`src/rtl/ntt_butterfly_scheduler_if.sv`:
```
// rtl/ntt_butterfly_scheduler_if.sv - control and memory-address bundle of the NTT butterfly scheduler
// iSTALL exists only when NTT_SCHED_STALL_EN is defined.
interface ntt_butterfly_scheduler_if #(
  parameter int LOGN = 8
);
`ifdef NTT_SCHED_STALL_EN
  logic            iSTALL;
`endif
  logic            iSTART;
  logic [1:0]      iMODE;
  logic            oBUSY;
  logic            oDONE;
  logic            oRD_EN;
  logic [LOGN-1:0] oRD_ADDR_A;
  logic [LOGN-1:0] oRD_ADDR_B;
  logic [LOGN-1:0] oTW_ADDR;
  logic            oBUF_SEL;
  logic            oBUF_START;
  logic            oWR_EN;
  logic [LOGN-1:0] oWR_ADDR_A;
  logic [LOGN-1:0] oWR_ADDR_B;

  modport master (
`ifdef NTT_SCHED_STALL_EN
    output iSTALL,
`endif
    output iSTART, iMODE,
    input  oBUSY, oDONE, oRD_EN, oRD_ADDR_A, oRD_ADDR_B, oTW_ADDR,
    input  oBUF_SEL, oBUF_START, oWR_EN, oWR_ADDR_A, oWR_ADDR_B
  );

  modport slave (
`ifdef NTT_SCHED_STALL_EN
    input  iSTALL,
`endif
    input  iSTART, iMODE,
    output oBUSY, oDONE, oRD_EN, oRD_ADDR_A, oRD_ADDR_B, oTW_ADDR,
    output oBUF_SEL, oBUF_START, oWR_EN, oWR_ADDR_A, oWR_ADDR_B
  );
endinterface

```
`src/rtl/ntt_butterfly_scheduler.sv`:
```
// rtl/ntt_butterfly_scheduler.sv - CT/GS/PWM butterfly address scheduler with LAT-deep write-back pipe
// Optional iSTALL input is enabled by defining NTT_SCHED_STALL_EN.
module ntt_butterfly_scheduler #(
  parameter int LOGN = 8,
  parameter int LAT  = 5
) (
  input  logic                     iSYS_CLK,
  input  logic                     iSYS_RST,
  ntt_butterfly_scheduler_if.slave bus
);
  localparam int SW = (LOGN > 1) ? $clog2(LOGN) : 1;
  localparam int DW = (LAT > 1) ? $clog2(LAT) : 1;
  localparam logic [1:0] MODE_CT  = 2'b00;
  localparam logic [1:0] MODE_GS  = 2'b01;
  localparam logic [1:0] MODE_PWM = 2'b10;

  typedef enum logic [1:0] {IDLE, ISSUE, DRAIN, DONE} state_t;

  state_t          state_q, state_d;
  logic [LOGN-1:0] k_q, k_d;
  logic [SW-1:0]   s_q, s_d;
  logic [1:0]      mode_q, mode_d;
  logic [DW-1:0]   dcnt_q, dcnt_d;
  logic            rd_en;
  logic            stall;
  logic            k_last;

  logic [LAT-1:0]  wv_q;
  logic [LOGN-1:0] wa_q [LAT];
  logic [LOGN-1:0] wb_q [LAT];

  logic [SW-1:0]   q, p;
  logic [LOGN-1:0] len, g, j, addr_a, addr_b, addr_tw;

`ifdef NTT_SCHED_STALL_EN
  assign stall = bus.iSTALL;
`else
  assign stall = 1'b0;
`endif

  assign k_last = (mode_q == MODE_PWM) ? (k_q == {LOGN{1'b1}})
                                       : (k_q == LOGN'((1 << (LOGN - 1)) - 1));

  // Pair index k splits at bit p into group g and offset j; A is k with a 0 inserted at bit p.
  always_comb begin
    q       = SW'(LOGN - 1) - s_q;
    p       = (mode_q == MODE_CT) ? q : s_q;
    len     = LOGN'(1) << p;
    g       = k_q >> p;
    j       = k_q & (len - LOGN'(1));
    addr_a  = ((g << p) << 1) | j;
    addr_b  = addr_a | len;
    addr_tw = (mode_q == MODE_CT) ? ((LOGN'(1) << s_q) + g) : ((LOGN'(1) << q) + g);
    if (mode_q == MODE_PWM) begin
      addr_a  = k_q;
      addr_b  = k_q;
      addr_tw = k_q;
    end
  end

  always_comb begin
    state_d = state_q;
    k_d     = k_q;
    s_d     = s_q;
    mode_d  = mode_q;
    dcnt_d  = dcnt_q;
    rd_en   = 1'b0;
    case (state_q)
      IDLE: begin
        if (bus.iSTART && bus.iMODE != 2'b11) begin
          state_d = ISSUE;
          mode_d  = bus.iMODE;
          k_d     = '0;
          s_d     = '0;
        end
      end
      ISSUE: begin
        if (!stall) begin
          rd_en = 1'b1;
          if (k_last) begin
            k_d     = '0;
            dcnt_d  = '0;
            state_d = DRAIN;
          end else begin
            k_d = k_q + LOGN'(1);
          end
        end
      end
      DRAIN: begin
        if (dcnt_q == DW'(LAT - 1)) begin
          if (mode_q == MODE_PWM || s_q == SW'(LOGN - 1)) begin
            state_d = DONE;
          end else begin
            s_d     = s_q + SW'(1);
            state_d = ISSUE;
          end
        end else begin
          dcnt_d = dcnt_q + DW'(1);
        end
      end
      DONE:    state_d = IDLE;
      default: state_d = IDLE;
    endcase
  end

  always_ff @(posedge iSYS_CLK or posedge iSYS_RST) begin
    if (iSYS_RST) begin
      state_q <= IDLE;
      k_q     <= '0;
      s_q     <= '0;
      mode_q  <= '0;
      dcnt_q  <= '0;
    end else begin
      state_q <= state_d;
      k_q     <= k_d;
      s_q     <= s_d;
      mode_q  <= mode_d;
      dcnt_q  <= dcnt_d;
    end
  end

  // Write-back pipe: an entry loaded by a read emerges exactly LAT cycles later.
  always_ff @(posedge iSYS_CLK or posedge iSYS_RST) begin
    if (iSYS_RST) begin
      wv_q <= '0;
      for (int i = 0; i < LAT; i++) begin
        wa_q[i] <= '0;
        wb_q[i] <= '0;
      end
    end else begin
      for (int i = LAT - 1; i > 0; i--) begin
        wv_q[i] <= wv_q[i-1];
        wa_q[i] <= wa_q[i-1];
        wb_q[i] <= wb_q[i-1];
      end
      wv_q[0] <= rd_en;
      wa_q[0] <= rd_en ? addr_a : '0;
      wb_q[0] <= rd_en ? addr_b : '0;
    end
  end

  assign bus.oBUSY      = (state_q != IDLE);
  assign bus.oBUF_START = (state_q != IDLE);
  assign bus.oDONE      = (state_q == DONE);
  assign bus.oBUF_SEL   = (state_q != IDLE) && (mode_q == MODE_GS);
  assign bus.oRD_EN     = rd_en;
  assign bus.oRD_ADDR_A = rd_en ? addr_a : '0;
  assign bus.oRD_ADDR_B = rd_en ? addr_b : '0;
  assign bus.oTW_ADDR   = rd_en ? addr_tw : '0;
  assign bus.oWR_EN     = wv_q[LAT-1];
  assign bus.oWR_ADDR_A = wa_q[LAT-1];
  assign bus.oWR_ADDR_B = wb_q[LAT-1];
endmodule

```
`src/flat_wrapper.sv`:
```
// flat-port wrapper written by rule: the top's interface ports become plain ports
module ntt_butterfly_scheduler_flat 
#(
  parameter int LOGN = 8,
  parameter int LAT  = 5
)
  (iSYS_CLK, iSYS_RST, bus_iSTART, bus_iMODE, bus_oBUSY, bus_oDONE, bus_oRD_EN, bus_oRD_ADDR_A, bus_oRD_ADDR_B, bus_oTW_ADDR, bus_oBUF_SEL, bus_oBUF_START, bus_oWR_EN, bus_oWR_ADDR_A, bus_oWR_ADDR_B);
  ntt_butterfly_scheduler_if #(.LOGN(LOGN)) bus_i ();
  input  logic iSYS_CLK;
  input  logic iSYS_RST;
  input wire logic [$bits(bus_i.iSTART)-1:0] bus_iSTART;
  input wire logic [$bits(bus_i.iMODE)-1:0] bus_iMODE;
  output wire logic [$bits(bus_i.oBUSY)-1:0] bus_oBUSY;
  output wire logic [$bits(bus_i.oDONE)-1:0] bus_oDONE;
  output wire logic [$bits(bus_i.oRD_EN)-1:0] bus_oRD_EN;
  output wire logic [$bits(bus_i.oRD_ADDR_A)-1:0] bus_oRD_ADDR_A;
  output wire logic [$bits(bus_i.oRD_ADDR_B)-1:0] bus_oRD_ADDR_B;
  output wire logic [$bits(bus_i.oTW_ADDR)-1:0] bus_oTW_ADDR;
  output wire logic [$bits(bus_i.oBUF_SEL)-1:0] bus_oBUF_SEL;
  output wire logic [$bits(bus_i.oBUF_START)-1:0] bus_oBUF_START;
  output wire logic [$bits(bus_i.oWR_EN)-1:0] bus_oWR_EN;
  output wire logic [$bits(bus_i.oWR_ADDR_A)-1:0] bus_oWR_ADDR_A;
  output wire logic [$bits(bus_i.oWR_ADDR_B)-1:0] bus_oWR_ADDR_B;
  assign bus_i.iSTART = bus_iSTART;
  assign bus_i.iMODE = bus_iMODE;
  assign bus_oBUSY = bus_i.oBUSY;
  assign bus_oDONE = bus_i.oDONE;
  assign bus_oRD_EN = bus_i.oRD_EN;
  assign bus_oRD_ADDR_A = bus_i.oRD_ADDR_A;
  assign bus_oRD_ADDR_B = bus_i.oRD_ADDR_B;
  assign bus_oTW_ADDR = bus_i.oTW_ADDR;
  assign bus_oBUF_SEL = bus_i.oBUF_SEL;
  assign bus_oBUF_START = bus_i.oBUF_START;
  assign bus_oWR_EN = bus_i.oWR_EN;
  assign bus_oWR_ADDR_A = bus_i.oWR_ADDR_A;
  assign bus_oWR_ADDR_B = bus_i.oWR_ADDR_B;
  ntt_butterfly_scheduler #(.LOGN(LOGN), .LAT(LAT)) u_core (.iSYS_CLK(iSYS_CLK), .iSYS_RST(iSYS_RST), .bus(bus_i));
endmodule
```
`config.mk`:
```
export PLATFORM = sky130hd
export DESIGN_NAME = ntt_butterfly_scheduler_flat
export DESIGN_NICKNAME = d
export VERILOG_FILES = /design/src/rtl/ntt_butterfly_scheduler_if.sv /design/src/rtl/ntt_butterfly_scheduler.sv /design/src/flat_wrapper.sv
export SDC_FILE = /design/constraint.sdc
export NUM_CORES = 1
export LEC_CHECK = 0
export ABC_AREA = 1
export ABC_CLOCK_PERIOD_IN_PS = 9300
export BUFFER_PORTS_ARGS = -buffer_cell sky130_fd_sc_hd__buf_2
export CAP_MARGIN = 20
export CORE_MARGIN = 2
export CORE_UTILIZATION = 49
export CTS_BUF_LIST = sky130_fd_sc_hd__clkbuf_2
export DETAILED_ROUTE_END_ITERATION = 7
export MAX_ROUTING_LAYER = met4
export PLACE_DENSITY_LB_ADDON = 0.08
export RECOVER_POWER = 50
export SKIP_CTS_REPAIR_TIMING = 1
export SLEW_MARGIN = 30
export SYNTH_ARGS = -nofsm -noshare
export SYNTH_HDL_FRONTEND = slang
export SYNTH_SLANG_ARGS = --single-unit
export TNS_END_PERCENT = 30
```
`constraint.sdc`:
```
create_clock -name iSYS_CLK -period 9.3 [get_ports iSYS_CLK]
set_clock_uncertainty 0.05 [all_clocks]
set_input_delay 1.86 -clock iSYS_CLK [delete_from_list [all_inputs] [get_ports iSYS_CLK]]
set_output_delay 1.86 -clock iSYS_CLK [all_outputs]
set_load 0.02 [all_outputs]
```
# Yosys cells after proc, flatten, opt, wreduce, memory -nomap -nowiden

Cells that the tools add are included.

Memory bits (writable): 0
Input port bits: 5
Logic and storage cells: 85
Memories kept: 0
Memory bits (read-only): 0
Register bits: 103
Output and inout port bits: 46
Latch bits: 0

Bitwise gates (word level): 3
Shifts and indexed selects: 5
Add/subtract/negate cells: 7
Magnitude comparators: 0
Eq/ne operators: 15
Multiplexer cells: 25
Reductions and logical operators: 14
Multiply operators: 0
Divide/modulo/power cells: 0

Operators with widths:

| kind                                             | count |
|---|---|
| 2-to-1 mux 8 bit                                 | 9 |
| left shift 1 x 3 -> 8 bit, first input constant  | 3 |
| 2-to-1 mux 3 bit                                 | 6 |
| adder 8 bit                                      | 2 |
| bitwise OR 8 bit                                 | 2 |
| one-hot mux 8 bit (2 select lines)               | 1 |
| one-hot mux 3 bit (2 select lines)               | 2 |
| adder 8 x 1 -> 8 bit, second input constant      | 1 |
| AND 8 bit                                        | 1 |
| == test 8 x 7 -> 1 bit, second input constant    | 1 |
| == test 8 bit, second input constant             | 1 |
| 2-to-1 mux 2 bit                                 | 4 |
| one-hot mux 2 bit (4 select lines)               | 1 |
| nonzero test 2 bit                               | 4 |
| left shift 8 x 3 -> 7 bit                        | 1 |
| >> shifter 8 x 3 -> 8 bit                        | 1 |
| subtractor 8 x 1 -> 8 bit, second input constant | 1 |
| adder 3 x 1 -> 3 bit, second input constant      | 2 |
| == test 2 bit, second input constant             | 3 |
| == test 3 bit, second input constant             | 2 |
| != test 2 x 1 -> 1 bit, second input constant    | 3 |
| != test 2 bit, second input constant             | 3 |
| AND reduction 3 bit                              | 2 |
| == test 2 x 1 -> 1 bit, second input constant    | 2 |
| 7 further kinds                                  | 11 |

# Logic depth before layout (Yosys ltp)

Gate-level depths: netlist of run 1.

Depth after elaboration: 9
Depth in mapped cells: 20

# Least setup slack after synthesis of run 1

Ideal clock, no wire load.

Path kind: register -> output
From: register u_core.mode_q[0]
To: output bus_oTW_ADDR[6]
Cell stages (with the launch flop): 18
Data required time: 7.390 ns
Setup slack: 4.763 ns
Path buffers: 0
Arrival: 2.627 ns
Path through: dfrtp_1 nor2_4 nand2_1 nand2_4 nand3_1 nand2_2 nand2_2 nand2_2 ha_1 inv_1 fa_1 o31ai_1 nand2_1 nand2_1 a21oi_1 xor2_1 o21ai_0 inv_1

Longest elaborated chain between the ends: 7

Ends and longest elaborated chain:

| item                      | line                                                         | RTL |
|---|---|---|
| from (decl)               | ntt_butterfly_scheduler.sv:22                                | `logic [1:0] mode_q, mode_d;` |
| from (signal assigned)    | ntt_butterfly_scheduler.sv:117                               | `mode_q <= mode_d;` |
| logical NOT 2 bit         | ntt_butterfly_scheduler.sv:47, ntt_butterfly_scheduler.sv:53 |  |
| 2-to-1 mux 3 bit          | ntt_butterfly_scheduler.sv:47                                | `p = (mode_q == MODE_CT) ? q : s_q;` |
| >> shifter 8 x 3 -> 8 bit | ntt_butterfly_scheduler.sv:49                                | `g = k_q >> p;` |
| adder 8 bit               | ntt_butterfly_scheduler.sv:53                                | `addr_tw = (mode_q == MODE_CT) ? ((LOGN'(1) << s_q) + g) : ((LOGN'(1) << q) + g);` |
| 2-to-1 mux 8 bit          | ntt_butterfly_scheduler.sv:53                                |  |
| 2-to-1 mux 8 bit *        | ntt_butterfly_scheduler.sv:54                                | `if (mode_q == MODE_PWM) begin` |
| 2-to-1 mux 8 bit *        | ntt_butterfly_scheduler.sv:149                               | `assign bus.oTW_ADDR = rd_en ? addr_tw : '0;` |
| to (decl)                 | flat_wrapper.sv:18                                           | `output wire logic [$bits(bus_i.oTW_ADDR)-1:0] bus_oTW_ADDR;` |

Every way passes the cells marked *; elsewhere a longest branch is shown, timed or not.

# Worst setup path in the final report of run 1

From: register u_core.mode_q[0]
To: output bus_oTW_ADDR[7]

The elaborated chain is that of the path after synthesis.

==> implementation parameters, run 1 <==
Parameter                              Value

Power
  Switching Power ... a little under 0.001 W
  Leak Pwr ... 2.63 nW
  Power Total ... roughly 0.0019 W
  Areal power density over the cells ... ~390 nW/um2
  Combinational share of power ... between 50 and 60%
  Fraction of power consumed by the clock network ... 10.0%
  Worst VDD drop ... ~0.17 mV
  Portion of total power attributed to sequential cells ... 32.2%
  Cell Int Power ... between 0.0009 and 0.001 W
  Net switching fraction of the power ... about half

Placement
  Post-DP Area ... approximately 4800 um2
  Detailed placer's ending HPWL ... between 7000 and 8000 um
  Gp weighted congestion ... 0.983
  Number of buffers inserted by port buffering ... 50

Finish
  NumNets Final ... 520
  Number of antenna diodes ... 0
  Area added between synthesis and finish ... 6.73%
  Layout cells sized above 1 ... 20.5%
  Fraction of the core area covered by cells at the end of the flow ... a little over half
  Post-route standard cell area excluding fillers ... a little under 5000 um2

Timing
  Hold Fails Final Rpt ... 0
  Post-layout min period ... 5.84 ns
  Final-layout setup total negative slack ... 0 ns
  Slew at the pin closest to its max-slew limit ... around 3.7 ns
  Worst-case headroom to the max-slew limit ... -147%
  Final Max Slew Viols ... a little under 80
  Worst hold slack ... about 0.27 ns
  Achievable Freq ... 0.171 GHz
  Final critical-path share of the clock period ... roughly 63%
  Total of endpoints with negative setup slack in the final report ... 0
  RSZ-0062 raised after global routing ... no

Die
  Core Box Area ... a little over 9000 um2
  # IOs ... 51
  Core Rows ... 35
  Die X-Extent ... 100 um
  Starting Density ... around half
  Die Outline Area ... ~10000 um2
  Vertical die dimension ... 100 um

Detailed routing
  Vias ... 3120
  Average detailed-routed wire length per instance ... about 15 um
  Number of vias per cell after detailed routing ... ~5
  DRC ... 0
  Remaining number of nets flagged by the antenna check after routing ... 0
  Total Wirelength ... between 9000 and 10000 um
  DRT Pass-1 Iters ... 4
  1st-iter DRT viols ... approximately 210

GRT
  Number of global-route vias before repair ... slightly above 3k
  Overflow after GRT ... 0
  Pin count of the biggest net entering global routing ... between 70 and 80
  First-pass GRT wire length ... about 16000 um
  Number of antenna violations at the first check in global routing ... 0
  Overall track demand over capacity in global routing ... 20.8%

Critical path
  Required time worst endpoint ... approximately 7.4 ns
  Kind of cell with the highest combined delay on the critical path ... simple AND/OR/NAND/NOR gates
  Biggest fanout along the worst timing path ... 9
  Class of the most critical setup path ... flip-flop to output port
  Critical path startpoint category ... flip-flop
  CP most frequent cell ... sky130_fd_sc_hd__nand2_1
  Cells traversed along the worst timing path ... nor2_1, nand2_1, nand2_1, nand2_1, nand3_2, nand3_2, nand2_1, inv_1, ha_1, a21oi_1, o21bai_1, nand2_1, o311ai_0, xor2_1, a21oi_1, buf_2
  Max incr delay on CP ... approximately 0.47 ns
  Buffer and inverter count on the worst path ... 2
  Critical-path top delay cell ... sky130_fd_sc_hd__dfrtp_1
  Crit end category ... output port
  Critical Path AT ... ~3.9 ns

Hold path
  Class of the tightest hold or removal check ... flip-flop to flip-flop

Clock tree
  CTS tree ... done
  Maximum level of the CTS H-tree ... 3
  Number of buffers on the longest clock path ... 2
  Worst-skew pair later-pin latency ... around 0.54 ns
  Clk Tree Root Cell ... sky130_fd_sc_hd__clkbuf_2
  Sink Count ... slightly above 100
  Clock-pin slew reported for the worst setup and hold paths after clock tree synthesis ... between 0.2 and 0.3 ns
  Total CTS buffers ... 9

Outcome
  Failing checks ... capacitance limit, slew limit
  Run status ... finished, violations left

Yosys
  Portion of the post-synthesis area used by sequential elements ... a little under three fifths
  Net count of the mapped netlist ... 480
  Library cell with the largest summed area after synthesis ... sky130_fd_sc_hd__dfrtp_1
  Area share of the largest cell type after synthesis ... 56.8%
  Synth Area per Inst ... roughly 9.9 um2
  Cell area after technology mapping ... approximately 4500 um2
  Cells after Synth ... 457
  Synth area leaders ... sky130_fd_sc_hd__dfrtp_1 57%, sky130_fd_sc_hd__nand2_1 6.0%, sky130_fd_sc_hd__ha_1 4.7%, sky130_fd_sc_hd__inv_1 4.5%, sky130_fd_sc_hd__nand3_1 3.9%
  Register bit count reported by yosys ... 103
  Synth warnings ... 0
  Number of distinct library cells after synthesis ... 33

Flow run
  Max-Cap Viols ... 1
==> worst reg2reg max path, stage by stage, from the launching register on <==
cell and delay (ns):
sky130_fd_sc_hd__dfrtp_1 0.47, sky130_fd_sc_hd__nor2_1 0.36, sky130_fd_sc_hd__nand2_1 0.18, sky130_fd_sc_hd__nand2_1 0.30, sky130_fd_sc_hd__nand2_1 0.14, sky130_fd_sc_hd__nand3_2 0.10
sky130_fd_sc_hd__nand3_2 0.09, sky130_fd_sc_hd__nand2_1 0.18, sky130_fd_sc_hd__nand2_1 0.14, sky130_fd_sc_hd__nand3_1 0.11, sky130_fd_sc_hd__nand3_1 0.08, sky130_fd_sc_hd__o21ai_0 0.25
sky130_fd_sc_hd__nand2_1 0.12
==> path summary, 6_finish.rpt <==
path                            cells after the start  slack (ns)                        end                         start
worst min-delay path                                0        0.27  u_core.wb_q[25]$_DFF_PP0_     u_core.wb_q[33]$_DFF_PP0_
worst min register to register                      0        0.27  u_core.wb_q[25]$_DFF_PP0_     u_core.wb_q[33]$_DFF_PP0_
worst max register to register                     12        6.64  u_core.wb_q[36]$_DFF_PP0_  u_core.mode_q[0]$_DFFE_PP0P_
max in group asynchronous                           3        3.73  u_core.wb_q[18]$_DFF_PP0_                      iSYS_RST
worst max-delay path                               16        3.46            bus_oTW_ADDR[7]  u_core.mode_q[0]$_DFFE_PP0P_
min in group asynchronous                           2        1.45   u_core.wv_q[2]$_DFF_PP0_                      iSYS_RST
==> metal layers <==
| metal | up-vias | global-route usage (%) | share of wire (%) |
|---|---|---|---|
| met2 | 90 | 30.9 | 47 |
| met5 | - | - | 0 |
| met4 | 0 | 6.74 | 1.7 |
| met3 | 14 | 4.46 | 5.3 |
| met1 | 1478 | 28.7 | 46 |
| li1 | 1538 | - | - |
==> metrics by stage <==
step,std cells,setup slack (ns)
floorplan,457,4.69
global placement,597,4.44
detailed placement,597,4.36
CTS,613,3.68
global route,613,2.77
finish,613,3.46
==> cells in the mapped netlist <==
library cell,number
sky130_fd_sc_hd__dfrtp_1,103
sky130_fd_sc_hd__nand2_1,73
sky130_fd_sc_hd__inv_1,54
sky130_fd_sc_hd__nand3_1,35
sky130_fd_sc_hd__o21ai_0,28
sky130_fd_sc_hd__a21oi_1,26
sky130_fd_sc_hd__nor2_1,24
sky130_fd_sc_hd__buf_4,18
sky130_fd_sc_hd__ha_1,17
sky130_fd_sc_hd__nand2_2,17
sky130_fd_sc_hd__nand2_4,8
sky130_fd_sc_hd__a31oi_1,7
sky130_fd_sc_hd__xor2_1,7
sky130_fd_sc_hd__nand3_2,6
sky130_fd_sc_hd__inv_2,4
sky130_fd_sc_hd__nor3_1,4
sky130_fd_sc_hd__o21ai_2,3
sky130_fd_sc_hd__buf_2,2
sky130_fd_sc_hd__clkbuf_1,2
sky130_fd_sc_hd__nand4_1,2
sky130_fd_sc_hd__nor2_2,2
sky130_fd_sc_hd__nor2_4,2
sky130_fd_sc_hd__nor3b_1,2
sky130_fd_sc_hd__o22ai_1,2
sky130_fd_sc_hd__a31o_2,1
sky130_fd_sc_hd__buf_8,1
sky130_fd_sc_hd__fa_1,1
sky130_fd_sc_hd__nor4_1,1
sky130_fd_sc_hd__o21ai_1,1
sky130_fd_sc_hd__o21bai_1,1
sky130_fd_sc_hd__o311ai_0,1
sky130_fd_sc_hd__o31ai_1,1
sky130_fd_sc_hd__or2_2,1
==> placed cells by master (no fill, tap or decap), drive strengths merged, types with 3 or more instances in the layout <==
cell	count
o21ai	32
ha	17
a21oi	26
nand3	41
nor2	28
nand2	98
clkinv	3
a31oi	7
clkbuf	10
xor2	7
nor3	4
buf	51
inv	60
dfrtp	103
==> flip-flops by register name (all words and copies together), names as in the netlist <==
name / flops
u_core.bus.oWR_ADDR_A: 8
u_core.bus.oWR_ADDR_B: 8
u_core.dcnt_q: 3
u_core.k_q: 8
u_core.mode_q: 2
u_core.s_q: 3
u_core.state_q: 2
u_core.wa_q: 32
u_core.wb_q: 32
u_core.wv_q: 5
==> final cells by class <==
class	instances	area (um2)
Fill cell	853	4270
Clock buffer	9	45.0
Clock inverter	7	62.6
Inverter	58	219
Sequential cell	103	2580
Timing Repair Buffer	52	262
Tap cell	111	139
Multi-Input combinational cell	273	1540
==> logic make-up after synthesis <==
family	after synthesis	synth area share (%)
adder cells (fa/ha/maj)	18	5.13
AND/OR/NAND/NOR	177	19.6
flip-flops	103	56.8
AO/OA/AOI/OAI	71	8.60
XOR/XNOR	7	1.35
buffers and inverters	81	8.49
==> power groups by stage <==
stage               Combinational (W)  Clock (W)  Sequential [W]
global placement              0.00111          0        0.000613
detailed placement            0.00111          0        0.000620
floorplan                    0.000845          0        0.000610
CTS                           0.00111   0.000199        0.000610
finish                        0.00109   0.000188        0.000606
global route                  0.00122   0.000220        0.000622
(Power assumes the default switching activity.)
==> run 2: changes to the inputs <==
ABC_AREA = 0   (was 1)
ABC_CLOCK_PERIOD_IN_PS = 5450   (was 9300)
clock period = 5.45 ns   (was 9.3 ns; I/O delays follow)
==> run 2 against run 1 <==
The run still ends with capacitance limit, slew limit left. Clock power grew 94%. First-iteration DRC count grew 26%. Count of clock-buffer cells in the layout grew 1. Die area grew 9.8%. Sequential cell count is the same. Utilization grew 0.99 points. Critical endpoint is now bus_oTW_ADDR[6]. Largest power group is now registers. Highest routed layer unchanged.
==> implementation parameters, run 2 <==
Parameter                              Value

Yosys
  Synth warnings ... 0
  Library cell with the highest instance count after synthesis ... sky130_fd_sc_hd__dfrtp_1
  Portion of the post-synthesis area used by sequential elements ... ~52%
  Net count of the mapped netlist ... roughly 500
  Synth Area per Inst ... 10.6 um2
  Number of distinct library cells after synthesis ... between 70 and 80
  Register bit count reported by yosys ... about 100
  FFs w/ async S/R, synth ... 100%
  Cell area after technology mapping ... 5000 um2
  Synth area leaders ... sky130_fd_sc_hd__dfrtp_1 52%, sky130_fd_sc_hd__ha_1 4.3%, sky130_fd_sc_hd__o21ai_0 3.3%, sky130_fd_sc_hd__nand2_1 2.9%, sky130_fd_sc_hd__buf_4 2.6%
  Library cell with the largest summed area after synthesis ... sky130_fd_sc_hd__dfrtp_1
  Cells after Synth ... 470
  Area share of the largest cell type after synthesis ... between 50% and 60%
  Post-synth EDFFs ... 0
  Primary FF master, synth ... sky130_fd_sc_hd__dfrtp_1
  Top cells by instance count after synthesis ... 103 x sky130_fd_sc_hd__dfrtp_1, 38 x sky130_fd_sc_hd__nand2_1, 33 x sky130_fd_sc_hd__o21ai_0

Timing
  Final critical-path share of the clock period ... 96.7%
  Achievable Freq ... about 0.19 GHz
  Hold Fails Final Rpt ... 0
  Final-layout setup total negative slack ... 0 ns
  Slew at the pin closest to its max-slew limit ... approximately 2.6 ns
  Post-layout min period ... ~5.3 ns
  Worst path setup slack after routing ... 0.181 ns
  Total of endpoints with negative setup slack in the final report ... 0
  Worst-case headroom to the max-slew limit ... -73.1%
  RSZ-0062 raised after global routing ... no
  Final Max Slew Viols ... 63

Power
  Power Total ... between 0.001 and 0.0015 W
  Worst VDD drop ... ~0.099 mV
  Areal power density over the cells ... between 200 and 250 nW/um2
  Leak Pwr ... ~2.4 nW

Critical path
  Required time worst endpoint ... 4.31 ns
  Biggest fanout along the worst timing path ... 23
  Worst R2R Setup Slack ... about 2.7 ns
  Critical Path AT ... just over 4 ns
  Crit end category ... output port
  R2r worst-path depth ... 6
  Critical path startpoint category ... flip-flop
  Class of the most critical setup path ... flip-flop to output port

Placement
  Post-placement cell count ... 614
  Gp weighted congestion ... approximately 0.95
  Post-Place Setup Slack ... between 0.7 and 0.8 ns
  Number of buffers inserted by port buffering ... 50
  Detailed placer's ending HPWL ... roughly 8000 um

Clock tree
  Number of buffers on the longest clock path ... 2
  Maximum level of the CTS H-tree ... 3
  Clk Tree Root Cell ... sky130_fd_sc_hd__clkbuf_2
  Sink Count ... 103
  Worst-skew pair later-pin latency ... about 0.58 ns
  Clock-pin slew reported for the worst setup and hold paths after clock tree synthesis ... 0.29 ns
  CTS tree ... done
  Total CTS buffers ... 9

Detailed routing
  DRT Pass-1 Iters ... 5
  DRC ... 0
  Remaining number of nets flagged by the antenna check after routing ... 0
  Average detailed-routed wire length per instance ... roughly 18 um
  1st-iter DRT viols ... 260
  Number of vias per cell after detailed routing ... 5.69
  Total Wirelength ... roughly 11000 um
  Vias ... 3595

Finish
  NumNets Final ... ~520
  Largest regs ... u_core.wa_q x32, u_core.wb_q x32
  Area added between synthesis and finish ... 6.80%
  Leading cell type in the layout, fill and taps excluded ... sky130_fd_sc_hd__dfrtp_1
  Final Instance Count excl. Fillers ... between 600 and 700
  Commonest cells after routing, fill and taps aside ... 100 x sky130_fd_sc_hd__dfrtp_1, 50 x sky130_fd_sc_hd__buf_2, 38 x sky130_fd_sc_hd__nand2_1
  Number of antenna diodes ... 0
  Layout cells sized above 1 ... roughly 22%

GRT
  Pin count of the biggest net entering global routing ... 63
  Number of antenna violations at the first check in global routing ... 0
  Overflow after GRT ... 0
  Overall track demand over capacity in global routing ... between 20% and 30%
  Number of global-route vias before repair ... between 3k and 4k
  First-pass GRT wire length ... 18500 um

Die
  # IOs ... 51
  Vertical die dimension ... 105 um
  Die X-Extent ... roughly 110 um
  Core Rows ... 36
  Core Box Area ... slightly below 10000 um2
  Starting Density ... around half
  Die Outline Area ... around 11000 um2

Outcome
  Failing checks ... capacitance limit, slew limit
  Run status ... finished, violations left

Hold path
  Class of the tightest hold or removal check ... flip-flop to flip-flop
  Worst hold path cell count ... 0

Flow run
  Max-Cap Viols ... 1
==> run 2: logic make-up after synthesis <==
family / Yosys count / synth area share (%)
AOI/OAI and AO/OA: 131 / 18.8
xor gates and xnor gates: 7 / 1.23
adders and majority gates: 18 / 4.65
buffers and inverters: 67 / 7.58
DFF: 103 / 51.5
muxes: 14 / 3.23
and+or+nand+nor: 130 / 13.0
==> run 2: cell type report <==
class,count,area [um2]
clock buffers,10,50.0
clock inverters,6,68.8
fillers,885,4520
inverters,20,78.8
multi-input cells,300,2070
flip-flops and latches,103,2580
well taps,133,166
repair buffers,60,329
==> run 2: report_power, final <==
part	switching, W	leakage [nW]	total [W]	internal (W)
Combinational	0.0000150	1.13	0.0000168	0.00000176
Sequential	0	1.18	0.000766	0.000766
Clock	0.000253	0.0681	0.000364	0.000111
Total	0.000268	2.38	0.00115	0.000879
==> run 2: final timing paths <==
kind                                           start                            endpoint
setup / recovery           u_core.s_q[0]$_DFFE_PP0P_                     bus_oTW_ADDR[6]
hold reg to reg            u_core.wa_q[27]$_DFF_PP0_           u_core.wa_q[19]$_DFF_PP0_
hold / removal             u_core.wa_q[27]$_DFF_PP0_           u_core.wa_q[19]$_DFF_PP0_
min in group asynchronous                   iSYS_RST  u_core.bus.oWR_ADDR_B[0]$_DFF_PP0_
setup reg to reg           u_core.s_q[2]$_DFFE_PP0P_           u_core.wb_q[34]$_DFF_PP0_
max in group asynchronous                   iSYS_RST           u_core.s_q[0]$_DFFE_PP0P_
==> run 2: worst max-delay path, stage by stage (launching register included) <==
cell                       delay [ns]
sky130_fd_sc_hd__dfrtp_4         0.67
sky130_fd_sc_hd__or3_1           0.47
sky130_fd_sc_hd__nand2_2         0.22
sky130_fd_sc_hd__a2111o_1        0.21
sky130_fd_sc_hd__nand3_1         0.11
sky130_fd_sc_hd__nand2_1         0.10
sky130_fd_sc_hd__ha_1            0.16
sky130_fd_sc_hd__inv_1           0.06
sky130_fd_sc_hd__fa_1            0.42
sky130_fd_sc_hd__nor2b_1         0.15
sky130_fd_sc_hd__o21ai_1         0.09
sky130_fd_sc_hd__a21oi_1         0.20
sky130_fd_sc_hd__o21ai_0         0.12
sky130_fd_sc_hd__nor3b_1         0.16
sky130_fd_sc_hd__a311o_1         0.26
sky130_fd_sc_hd__buf_2           0.16
==> run 2: layer usage <==
metal | wire length, um | share of wire, % | GRT usage, %
met2 | 5250 | 47 | 33.6
met1 | 5240 | 47 | 30.6
met3 | 519 | 4.6 | 2.50
met4 | 262 | 2.3 | 8.86
met5 | 0 | 0 | -
==> run 2: metrics by stage <==
step | hold WS (ns) | instance area [um2] | util (%)
floorplan | 0.281 | 5000 | -
global placement | 0.282 | 5180 | 52.5
detailed placement | 0.285 | 5180 | 52.5
CTS | 0.323 | 5300 | 53.7
global route | 0.302 | 5340 | 54.2
finish | 0.316 | 5340 | 54.2
==> run 3: changes to the inputs <==
CORE_UTILIZATION = 55   (was 49)
==> run 3 against run 2 <==
The run still ends with capacitance limit, slew limit left. Critical path depth down 1. Register-to-register slack barely moved. Utilization grew 7.0 points. Wire length shrank 1.1%. Final area rose by 0.40%. Total power fell by 4.3%. Critical path type unchanged. Largest cell class unchanged. Highest routed layer unchanged.
==> implementation parameters, run 3 (synthesized netlist as in run 2, its figures left out) <==
Parameter                              Value

Clock tree
  Number of buffers on the longest clock path ... 2
  Maximum level of the CTS H-tree ... 3
  Clock-pin slew reported for the worst setup and hold paths after clock tree synthesis ... 0.28 ns
  CTS tree ... done
  Total CTS buffers ... 9
  Sink Count ... about 100
  Worst-skew pair later-pin latency ... around 0.54 ns
  Clk Tree Root Cell ... sky130_fd_sc_hd__clkbuf_2

Critical path
  Biggest fanout along the worst timing path ... 5
  Required time worst endpoint ... roughly 4.3 ns
  R2r worst-path depth ... 7
  Crit path from ... u_core.mode_q[1]$_DFFE_PP0P_
  Cells traversed along the worst timing path ... nor2_4, mux4_2, a31oi_4, nand3_1, nand2_1, ha_1, inv_1, fa_1, nor2b_1, o21ai_1, nand3_1, or3b_2, a21boi_0, buf_2
  Critical-path top delay cell ... sky130_fd_sc_hd__dfrtp_4
  Class of the most critical setup path ... flip-flop to output port
  Worst R2R Setup Slack ... between 2 and 3 ns
  Critical path startpoint category ... flip-flop
  Kind of cell with the highest combined delay on the critical path ... simple AND/OR/NAND/NOR gates
  Reg-to-Reg Start ... u_core.s_q[0]$_DFFE_PP0P_
  Max incr delay on CP ... roughly 0.57 ns
  Critical Path AT ... about 4 ns
  Endpoint of the worst register-to-register path ... u_core.wb_q[34]$_DFF_PP0_
  CP most frequent cell ... sky130_fd_sc_hd__nand3_1
  Buffer and inverter count on the worst path ... 2
  Crit end category ... output port

Hold path
  Class of the tightest hold or removal check ... flip-flop to flip-flop
  Worst hold path cell count ... 0
  Worst Min Path Start ... u_core.wa_q[39]$_DFF_PP0_
  Hold Path End ... u_core.wa_q[31]$_DFF_PP0_

Detailed routing
  DRC ... 0
  Remaining number of nets flagged by the antenna check after routing ... 0
  1st-iter DRT viols ... between 200 and 300
  DRT Pass-1 Iters ... 5
  Total Wirelength ... between 10000 and 15000 um
  Number of vias per cell after detailed routing ... approximately 6.0
  Vias ... 3678
  Average detailed-routed wire length per instance ... between 15 and 20 um

Finish
  Area added between synthesis and finish ... 7.23%
  Layout fillers ... 750
  NumNets Final ... around 530
  Commonest cells after routing, fill and taps aside ... 99 x sky130_fd_sc_hd__dfrtp_1, 50 x sky130_fd_sc_hd__buf_2, 38 x sky130_fd_sc_hd__nand2_1
  Number of antenna diodes ... 0
  Layout cells sized above 1 ... 22.8%
  Total area of multi-input combinational cells ... ~2100 um2
  Largest regs ... u_core.wa_q x32, u_core.wb_q x32
  Leading cell type in the layout, fill and taps excluded ... sky130_fd_sc_hd__dfrtp_1
  Fraction of the core area covered by cells at the end of the flow ... about three fifths
  Area used by sequential logic in the layout ... ~2600 um2

GRT
  Overall track demand over capacity in global routing ... 24.3%
  Pin count of the biggest net entering global routing ... between 50 and 60
  Number of global-route vias before repair ... between 3k and 4k
  Overflow after GRT ... 0
  Number of antenna violations at the first check in global routing ... 0
  First-pass GRT wire length ... roughly 18000 um

Power
  Cell Int Power ... roughly 0.00083 W
  Portion of total power attributed to sequential cells ... 69.8%
  Areal power density over the cells ... roughly 200 nW/um2
  Combinational share of power ... approximately 1.5%
  Net switching fraction of the power ... about a quarter
  Switching Power ... 0.000264 W
  Fraction of power consumed by the clock network ... between 20 and 30%
  Leak Pwr ... ~2.4 nW
  Worst VDD drop ... 0.125 mV

Timing
  Total of endpoints with negative setup slack in the final report ... 0
  Post-layout min period ... between 5 and 6 ns
  Achievable Freq ... 0.194 GHz
  Worst hold slack ... ~0.29 ns
  Hold Fails Final Rpt ... 0
  Worst-case headroom to the max-slew limit ... -64.6%
  Slew at the pin closest to its max-slew limit ... between 2 and 2.5 ns
  Final Max Slew Viols ... ~110
  RSZ-0062 raised after global routing ... no
  Final critical-path share of the clock period ... a little over nine tenths

Flow run
  Max-Cap Viols ... 2

Placement
  Detailed placer's ending HPWL ... between 7000 and 8000 um
  Number of buffers inserted by port buffering ... 50
  Gp weighted congestion ... 0.974

Die
  Starting Density ... 57.1%
  Die Outline Area ... between 9000 and 10000 um2
  Core Box Area ... about 8800 um2
  Die X-Extent ... just under 100 um
  # IOs ... 51
  Vertical die dimension ... between 90 and 100 um
  Core Rows ... 34

Outcome
  Failing checks ... capacitance limit, slew limit
  Run status ... finished, violations left
run 3: changes by cell type in the layout (fill, tap and decap cells not counted), sizes merged:
| cell | before | now |
|---|---|---|
| clkinvlp | 3 | 2 |
| buf | 60 | 67 |
| clkinv | 1 | 2 |
| inv | 21 | 22 |
| bufinv | 1 | 0 |
| clkbuf | 10 | 13 |
run 3: through the flow:
stage | cell area, um2 | TNS [ns] | std cells | total power (W) | setup WS, ns
finish | 5360 | 0 | 617 | 0.00110 | 0.296
global route | 5360 | 0 | 617 | 0.00115 | 0.00194
floorplan | 5000 | 0 | 470 | 0.000790 | 0.812
detailed placement | 5160 | 0 | 590 | 0.000796 | 0.652
CTS | 5260 | -0.0910 | 605 | 0.00112 | -0.0528
global placement | 5160 | 0 | 590 | 0.000796 | 0.749
run 3: worst max-delay path by stage:
stage | end | cells past startpoint | slack, ns
2_1_floorplan | bus_oTW_ADDR[4] | 15 | 0.81
3_3_place_gp | bus_oTW_ADDR[4] | 14 | 0.75
3_5_place_dp | bus_oTW_ADDR[6] | 15 | 0.65
4_1_cts | bus_oTW_ADDR[6] | 15 | -0.05
5_1_grt | bus_oTW_ADDR[4] | 14 | 0.002
6_report | bus_oTW_ADDR[4] | 14 | 0.30
run 3: metal layers:
metal / part of all wire [%] / vias up / track usage [%]
met2: 46 / 144 / 37.7
li1: - / 1718 / -
met4: 2.0 / 0 / 7.17
met3: 6.8 / 27 / 4.78
met1: 45 / 1789 / 32.9
met5: 0 / - / -
run 3: power by group through the flow:
stage	registers, W	clock network, W	logic [W]
global route	0.000767	0.000362	0.0000197
CTS	0.000767	0.000331	0.0000180
global placement	0.000779	0	0.0000176
detailed placement	0.000779	0	0.0000178
finish	0.000767	0.000316	0.0000160
floorplan	0.000779	0	0.0000115
run 3: final cells by class:
class | count | area share [%]
clock inverters | 6 | 1.00
inverters | 20 | 1.47
multi-input cells | 300 | 38.6
repair buffers | 71 | 7.42
flip-flops and latches | 103 | 48.2
well taps | 108 | 2.52
clock buffers | 9 | 0.840
run 3: worst reg2reg max path, cell delays in order (launching register included):
cell                        delay, ns
sky130_fd_sc_hd__dfrtp_2         0.73
sky130_fd_sc_hd__buf_4           0.26
sky130_fd_sc_hd__mux2_2          0.35
sky130_fd_sc_hd__o221ai_1        0.20
sky130_fd_sc_hd__nand2_1         0.14
sky130_fd_sc_hd__o311a_4         0.19
sky130_fd_sc_hd__a2111oi_1       0.50
sky130_fd_sc_hd__nor2_1          0.15
